File: src/rtl/soc_event_async_src.sv
// soc_event_async_src: multi-channel write half of the SoC-to-cluster async event FIFO
module soc_event_async_src #(
   parameter int  EVNT_WIDTH   = 8,
   parameter int  LOG_DEPTH    = 3,
   parameter int  N_CH         = 4,
   parameter int  SYNC_STAGES  = 2,
   parameter bit  DROP_ON_FULL = 1'b0,
   localparam int CH_IDW       = (N_CH > 1) ? $clog2(N_CH) : 1,
   localparam int DW           = EVNT_WIDTH + CH_IDW
) (
   input  logic                                clk_i,
   input  logic                                rst_ni,
   input  logic [N_CH-1:0]                     evt_valid_i,
   input  logic [N_CH-1:0][EVNT_WIDTH-1:0]     evt_data_i,
   output logic [N_CH-1:0]                     evt_ready_o,
   output logic [LOG_DEPTH:0]                  async_wptr_o,
   output logic [2**LOG_DEPTH-1:0][DW-1:0]     async_data_o,
   input  logic [LOG_DEPTH:0]                  async_rptr_i,
   output logic                                full_o,
   output logic [LOG_DEPTH:0]                  fill_o,
   output logic [15:0]                         drop_cnt_o,
   input  logic                                clr_drop_i
);
   localparam int DEPTH = 2**LOG_DEPTH;

   logic [LOG_DEPTH:0]                   wbin, wbin_n, rbin_s;
   logic [SYNC_STAGES-1:0][LOG_DEPTH:0]  rsync;
   logic [2*N_CH-1:0]                    rot;
   logic [N_CH-1:0]                      grant;
   logic [CH_IDW-1:0]                    rr, gidx, rr_n;
   logic                                 found, hs, wr, drop;

   assign wbin_n = wbin + 1'b1;
   assign fill_o = wbin - rbin_s;
   assign full_o = fill_o == (LOG_DEPTH+1)'(DEPTH);
   assign rot    = {evt_valid_i, evt_valid_i} >> rr;
   assign grant  = found ? N_CH'(1) << gidx : '0;
   assign rr_n   = (int'(gidx) == N_CH - 1) ? '0 : gidx + 1'b1;
   assign hs     = found & (DROP_ON_FULL | ~full_o);
   assign wr     = hs & ~full_o;
   assign drop   = hs & full_o;
   assign evt_ready_o = (full_o & ~DROP_ON_FULL) ? '0 : grant;

   // gray to binary of the last synchroniser stage: bit i is the xor of all bits at or above i
   always_comb begin
      rbin_s = '0;
      for (int i = 0; i <= LOG_DEPTH; i++) rbin_s[i] = ^(rsync[SYNC_STAGES-1] >> i);
   end

   // round-robin search: first valid channel at or after rr, wrapping
   always_comb begin
      found = 1'b0;
      gidx  = '0;
      for (int k = 0; k < N_CH; k++) begin
         if (!found && rot[k]) begin
            found = 1'b1;
            gidx  = CH_IDW'((int'(rr) + k) % N_CH);
         end
      end
   end

   // read-pointer synchroniser chain from the consumer domain
   always_ff @(posedge clk_i or negedge rst_ni)
      if (!rst_ni) rsync <= '0;
      else         rsync <= {rsync[SYNC_STAGES-2:0], async_rptr_i};

   // storage, binary/gray write pointers and arbiter state; data and pointer move on the same edge
   always_ff @(posedge clk_i or negedge rst_ni)
      if (!rst_ni) begin
         wbin         <= '0;
         async_wptr_o <= '0;
         async_data_o <= '0;
         rr           <= '0;
      end else begin
         if (wr) begin
            async_data_o[wbin[LOG_DEPTH-1:0]] <= {gidx, evt_data_i[gidx]};
            wbin         <= wbin_n;
            async_wptr_o <= wbin_n ^ (wbin_n >> 1);
         end
         if (hs) rr <= rr_n;
      end

   // saturating drop counter; clear wins over a same-cycle drop
   always_ff @(posedge clk_i or negedge rst_ni)
      if (!rst_ni)                           drop_cnt_o <= '0;
      else if (clr_drop_i)                   drop_cnt_o <= '0;
      else if (drop && drop_cnt_o != 16'hFFFF) drop_cnt_o <= drop_cnt_o + 1'b1;
endmodule

File: config.mk
export PLATFORM = sky130hd
export DESIGN_NAME = soc_event_async_src
export DESIGN_NICKNAME = d
export VERILOG_FILES = /design/src/rtl/soc_event_async_src.sv
export SDC_FILE = /design/constraint.sdc
export NUM_CORES = 1
export LEC_CHECK = 0
export BUFFER_PORTS_ARGS = -buffer_cell sky130_fd_sc_hd__buf_2
export CAP_MARGIN = 30
export CORE_ASPECT_RATIO = 1.2
export CORE_MARGIN = 10
export CORE_UTILIZATION = 53
export CTS_BUF_LIST = sky130_fd_sc_hd__clkbuf_4
export CTS_CLUSTER_SIZE = 16
export DETAILED_ROUTE_END_ITERATION = 16
export PLACE_DENSITY = 0.83
export SLEW_MARGIN = 30
export SYNTH_ARGS = -nofsm -noshare
export SYNTH_HDL_FRONTEND = slang
export SYNTH_SLANG_ARGS = --single-unit
File: constraint.sdc
create_clock -name clk_i -period 3.76 [get_ports clk_i]
set_input_delay 0.188 -clock clk_i [delete_from_list [all_inputs] [get_ports clk_i]]
set_output_delay 0.188 -clock clk_i [all_outputs]
set_load 0.05 [all_outputs]
Word level (Yosys, flattened, before mapping)
Cells that the tools add are included.

word-level totals
  bits in registers = 114
  output and inout bits = 109
  word-level logic and storage cells = 65

operators by class
  add/sub/neg operators = 7
  $lt $le $gt $ge = 3
  eq/ne operators = 3
  shift operators = 2
  multiplexer cells = 18
  bitwise operators = 5
  reductions and logical operators = 13

operators with widths
  operator                 number
  $bwmux W80               1
  $mux W16                 2
  $demux W10 S3            1
  $add A16 B1 Y16 const B  1
  $bmux W8 S2              1
  $ne A16 B16 Y1 const B   1
  $reduce_xor A4 Y1        4
  $mux W10                 1
  $mux W2                  5
  $mux W4                  2
  $mux W8                  1
  $shr A8 B2 Y4            1
  $logic_and A1 B1 Y1      5
  $add A2 B1 Y2 const B    2
  $add A2 B2 Y2 const B    2
  $add A4 B1 Y4 const B    1
  $eq A4 B4 Y1 const B     1
  $lt A3 B4 Y1 const B     1
  $mux W1                  4
  $shl A1 B2 Y4 const A    1
  $sub A4 B4 Y4            1
  $xor A4 B3 Y4            1
  $and A1 B1 Y1            3
  $ge A3 B1 Y1 const B     1
  other kinds (5)          7

Longest topological paths before layout
  depth after elaboration = 16
  gate-level depth with buffers = 13

Worst setup path before layout
OpenSTA, ideal clock, no wires.

  path type = register to register
  start point = register rsync[7] (netlist name)
  end point = register async_data_o[0] (netlist name)
  arrival time = 4.012 ns
  data required time = 3.632 ns
  setup slack = -0.380 ns
  stages on the path, launching flop included = 13
  cell sequence = dfrtp_1 > xnor2_1 > xor2_1 > xnor2_1 > ha_1 > fa_1 > xnor2_1 > or3_1 > and4b_4 > a211o_4 > or4_4 > buf_6 > mux2_1

between the ends
  cells in the longest elaborated chain, start to end = 6
  elaborated cells on any way between the ends = 9
  classes of those cells = add/sub (1); eq/ne (1); bitwise (3); reduce/logical (4)

RTL lines
  what                            line    source
  start: declaration              27      logic [SYNC_STAGES-1:0][LOG_DEPTH:0] rsync;
  start signal: assignment        65      else rsync <= {rsync[SYNC_STAGES-2:0], async_rptr_i};
  $reduce_xor A4 Y1               47      for (int i = 0; i <= LOG_DEPTH; i++) rbin_s[i] = ^(rsync[SYNC_STAGES-1] >> i);
  $sub A4 B4 Y4 (*)               34      assign fill_o = wbin - rbin_s;
  net fill_o[2]                   20      output logic [LOG_DEPTH:0] fill_o,
  $eq A4 B4 Y1 (*)                35      assign full_o = fill_o == (LOG_DEPTH+1)'(DEPTH);
  $not A1 Y1 (*)                  39, 40
  $and A1 B1 Y1                   39      assign hs = found & (DROP_ON_FULL | ~full_o);
  $and A1 B1 Y1 (*)               40      assign wr = hs & ~full_o;
  end signal: indexed assignment  76      async_data_o[wbin[LOG_DEPTH-1:0]] <= {gidx, evt_data_i[gidx]};
  end: declaration                17      output logic [2**LOG_DEPTH-1:0][DW-1:0] async_data_o,

Mark *: on every way through the listed nets, which the timed path passes. The rest lies on a longest branch.
A chain may end at the register's enable or synchronous reset.

Worst setup path after layout
  start point = register rsync[6] (netlist name)
  end point = register async_data_o[2] (netlist name)

between the ends
  cells in the longest elaborated chain, start to end = 6
  elaborated cells on any way between the ends = 8
  classes of those cells = add/sub (1); eq/ne (1); bitwise (3); reduce/logical (3)

RTL lines
  what               line
  $reduce_xor A4 Y1  47
  $sub A4 B4 Y4 (*)  34
  $eq A4 B4 Y1 (*)   35
  $not A1 Y1 (*)     39, 40
  $and A1 B1 Y1      39
  $and A1 B1 Y1 (*)  40

Mark *: on every way between the ends. The rest lies on a longest branch, timed or not.

==> results.json <==
{
  "synth_edf_count": 0,
  "slew_headroom": 0.383,
  "cts_buffers": 17,
  "die_area_um2": 13200,
  "root_buffer": "clkbuf_4",
  "rows": 37,
  "dieWidth_um": 106,
  "cp-start-kind": "register",
  "place_hpwl_um": 9400,
  "die_height_um": 124,
  "cts.htree.levels": 4,
  "slowest_stage": "or4_4",
  "syn_area_per_cell_um2": 13.7,
  "synth_top_area_frac": 0.595,
  "synth_cell_types": 41,
  "ys_seq_elements": 113,
  "period_minus_slack_ns": 3.67,
  "first_global_vias": 3619,
  "grt_max_degree": 95,
  "fin_cells": 654,
  "fill_cells": 620,
  "cp_common_cell": "buf_4",
  "max_stage_delay_ns": 0.55,
  "ios": 152,
  "hold_viol_final": 0,
  "cp_cell_sequence": "xnor2_2, xor2_2, xnor2_1, ha_2, fa_2, xnor2_4, or3_4, and4b_4, buf_4, a211o_4, buf_4, or4_4, mux2_1",
  "worstSkewPairLatency_ns": 0.53,
  "synth-compound-area-share": 0.0405,
  "async_flop_share": 1.00,
  "synth_most_common_cell": "dfrtp_1",
  "max_cap_violations": 0,
  "grt_use_total": 0.197,
  "whs_ns": 0.284,
  "vias": 3437,
  "maxSlewViolCount": 0,
  "port_buffers": 151,
  "worstPathRequired_ns": 4.17,
  "yosys_most_used_dff": "dfrtp_1",
  "synth_top_family_by_area": "multiplexers",
  "ys_top_cells_by_area": "dfrtp_1 59%, mux2_2 14%, mux2_1 4.7%, nand2_1 2.9%, nor2b_1 2.2%",
  "grt_antenna_before_repair": 1,
  "cts.reportedPaths.clkPinSlew_ns": 0.10,
  "postPlaceCellArea_um2": 5680,
  "avgViaCountPerCell": 5.26,
  "setup_violations": 0,
  "synthAdderAreaFrac": 0.0253,
  "initial_core_util": 0.549,
  "synth_common_cells": "113 x dfrtp_1, 58 x mux2_2, 37 x nand2_1",
  "yosys_warnings": 0,
  "syn-cell-area_um2": 4750,
  "synth_mux_area_frac": 0.193,
  "holdCritPathClass": "primary input to async pin",
  "gp_congestion": 0.778,
  "wire_per_inst_um": 19.7,
  "drc": 0,
  "clock-sinks": 113,
  "syn_to_final_growth_pct": 29.4,
  "cts_tree": "built",
  "drtIter0Drc": 168,
  "synth_nets": 399,
  "dr.pass1.iters": 5,
  "tightest_slew_ns": 0.924,
  "cp-end-kind": "register",
  "final_area_um2": 6150,
  "seq_area_frac_synth": 0.595,
  "cts_buffer_depth": 2,
  "grt_pass1_wl_um": 19800,
  "nets": 576,
  "finalCritPeriodShare": 0.976,
  "synth_xor_area_frac": 0.0258,
  "postRouteAntennaNets": 0,
  "crit_type": "register to register",
  "fin_skew_ns": 0.0197,
  "dpl.cell_count": 610,
  "drive_gt1_frac": 0.522,
  "drt-total-wl_um": 12900,
  "crit_buf_inv": 2,
  "post-place-ws_ns": 0.0227,
  "fin_ws_ns": 0.0899,
  "synth_cells": 347,
  "core_area_um2": 8660,
  "cp.arrival_ns": 4.08,
  "cp_top_family": "simple AND/OR/NAND/NOR gates",
  "crit_fanout": 13,
  "synth_simple_gate_area_frac": 0.0945,
  "yosys.area.top_type": "dfrtp_1",
  "status": "completed",
  "gr-total-overflow": 0,
  "fmax_mhz": 272
}
stage by stage:
stage,setup TNS (ns),util
after detailed placement,0,0.656
after global placement,0,0.656
final,0,0.711
after CTS,0,0.704
after floorplan,0,-
after global routing,-0.563,0.711
what timing repair did:
item                                    4_1_cts  5_1_grt
pin swaps                                     2        8
endpoints found under the hold margin       109        0
resized for setup                             9       11
hold buffers                                  6        0
buffers inserted                              4        2
endpoints found under the setup margin        4       31
path summary, 6_finish.rpt:
path | cells past startpoint | start | slack [ns] | to
max | 13 | rsync[6] | 0.09 | async_data_o[2]
min | 2 | rst_ni | 0.28 | drop_cnt_o[6]
max reg2reg | 13 | rsync[6] | 0.09 | async_data_o[2]
min reg2reg | 0 | rsync[0] | 0.36 | rsync[4]
max in group asynchronous | 3 | rst_ni | 2.64 | async_data_o[47]
min in group clk_i | 2 | async_rptr_i[3] | 0.32 | rsync[3]
layer usage:
| layer | vias up | global-route usage | part of all wire |
|---|---|---|---|
| li1 | 1564 | - | - |
| met1 | 1726 | 0.211 | 0.37 |
| met2 | 124 | 0.341 | 0.53 |
| met3 | 23 | 0.0749 | 0.073 |
| met4 | 0 | 0.0890 | 0.023 |
| met5 | - | 0 | 0 |
flip-flops by register name (all words and copies together) (netlist names):
| register | flops |
|---|---|
| async_data_o | 80 |
| async_wptr_o | 4 |
| drop_cnt_o | 16 |
| rr | 2 |
| rsync | 8 |
| wbin | 3 |
kinds of logic after synthesis:
family | after synthesis
mux | 81
simple gates | 78
compound gates | 27
fa+ha+maj | 9
xor+xnor | 14
buf+inv | 25
flops | 113
placed cells by master (no fill, tap or decap), types with 2 or more instances in the layout:
cell type / instances
and2_4: 4
buf_2: 146
mux2_1: 20
buf_4: 18
buf_6: 2
ha_1: 7
clkinv_1: 2
a32oi_1: 8
bufinv_16: 3
mux2_2: 58
dlygate4sd3_1: 6
a211oi_1: 2
dfrtp_1: 113
nand2_1: 37
nor2_1: 2
mux2_4: 2
nor2_2: 2
and4_1: 2
inv_1: 7
xor2_1: 4
nor4_4: 2
a21oi_1: 8
clkinvlp_4: 5
buf_8: 3
nand2b_1: 2
xnor2_1: 7
o21ai_0: 5
nor2b_1: 17
clkbuf_4: 20
area by class of cell:
class | count | area [µm²] | share of cell area
Timing Repair Buffer | 175 | 993 | 0.161
Multi-Input combinational cell | 209 | 1860 | 0.303
Sequential cell | 113 | 2830 | 0.460
Clock buffer | 20 | 150 | 0.0244
Tap cell | 117 | 146 | 0.0238
Inverter | 8 | 30.0 | 0.00488
Clock inverter | 11 | 140 | 0.0228
Antenna cell | 1 | 2.50 | 0.000407
Power is not shown: default switching activity piles up to over one toggle a cycle in this logic, so the estimate is an artifact.
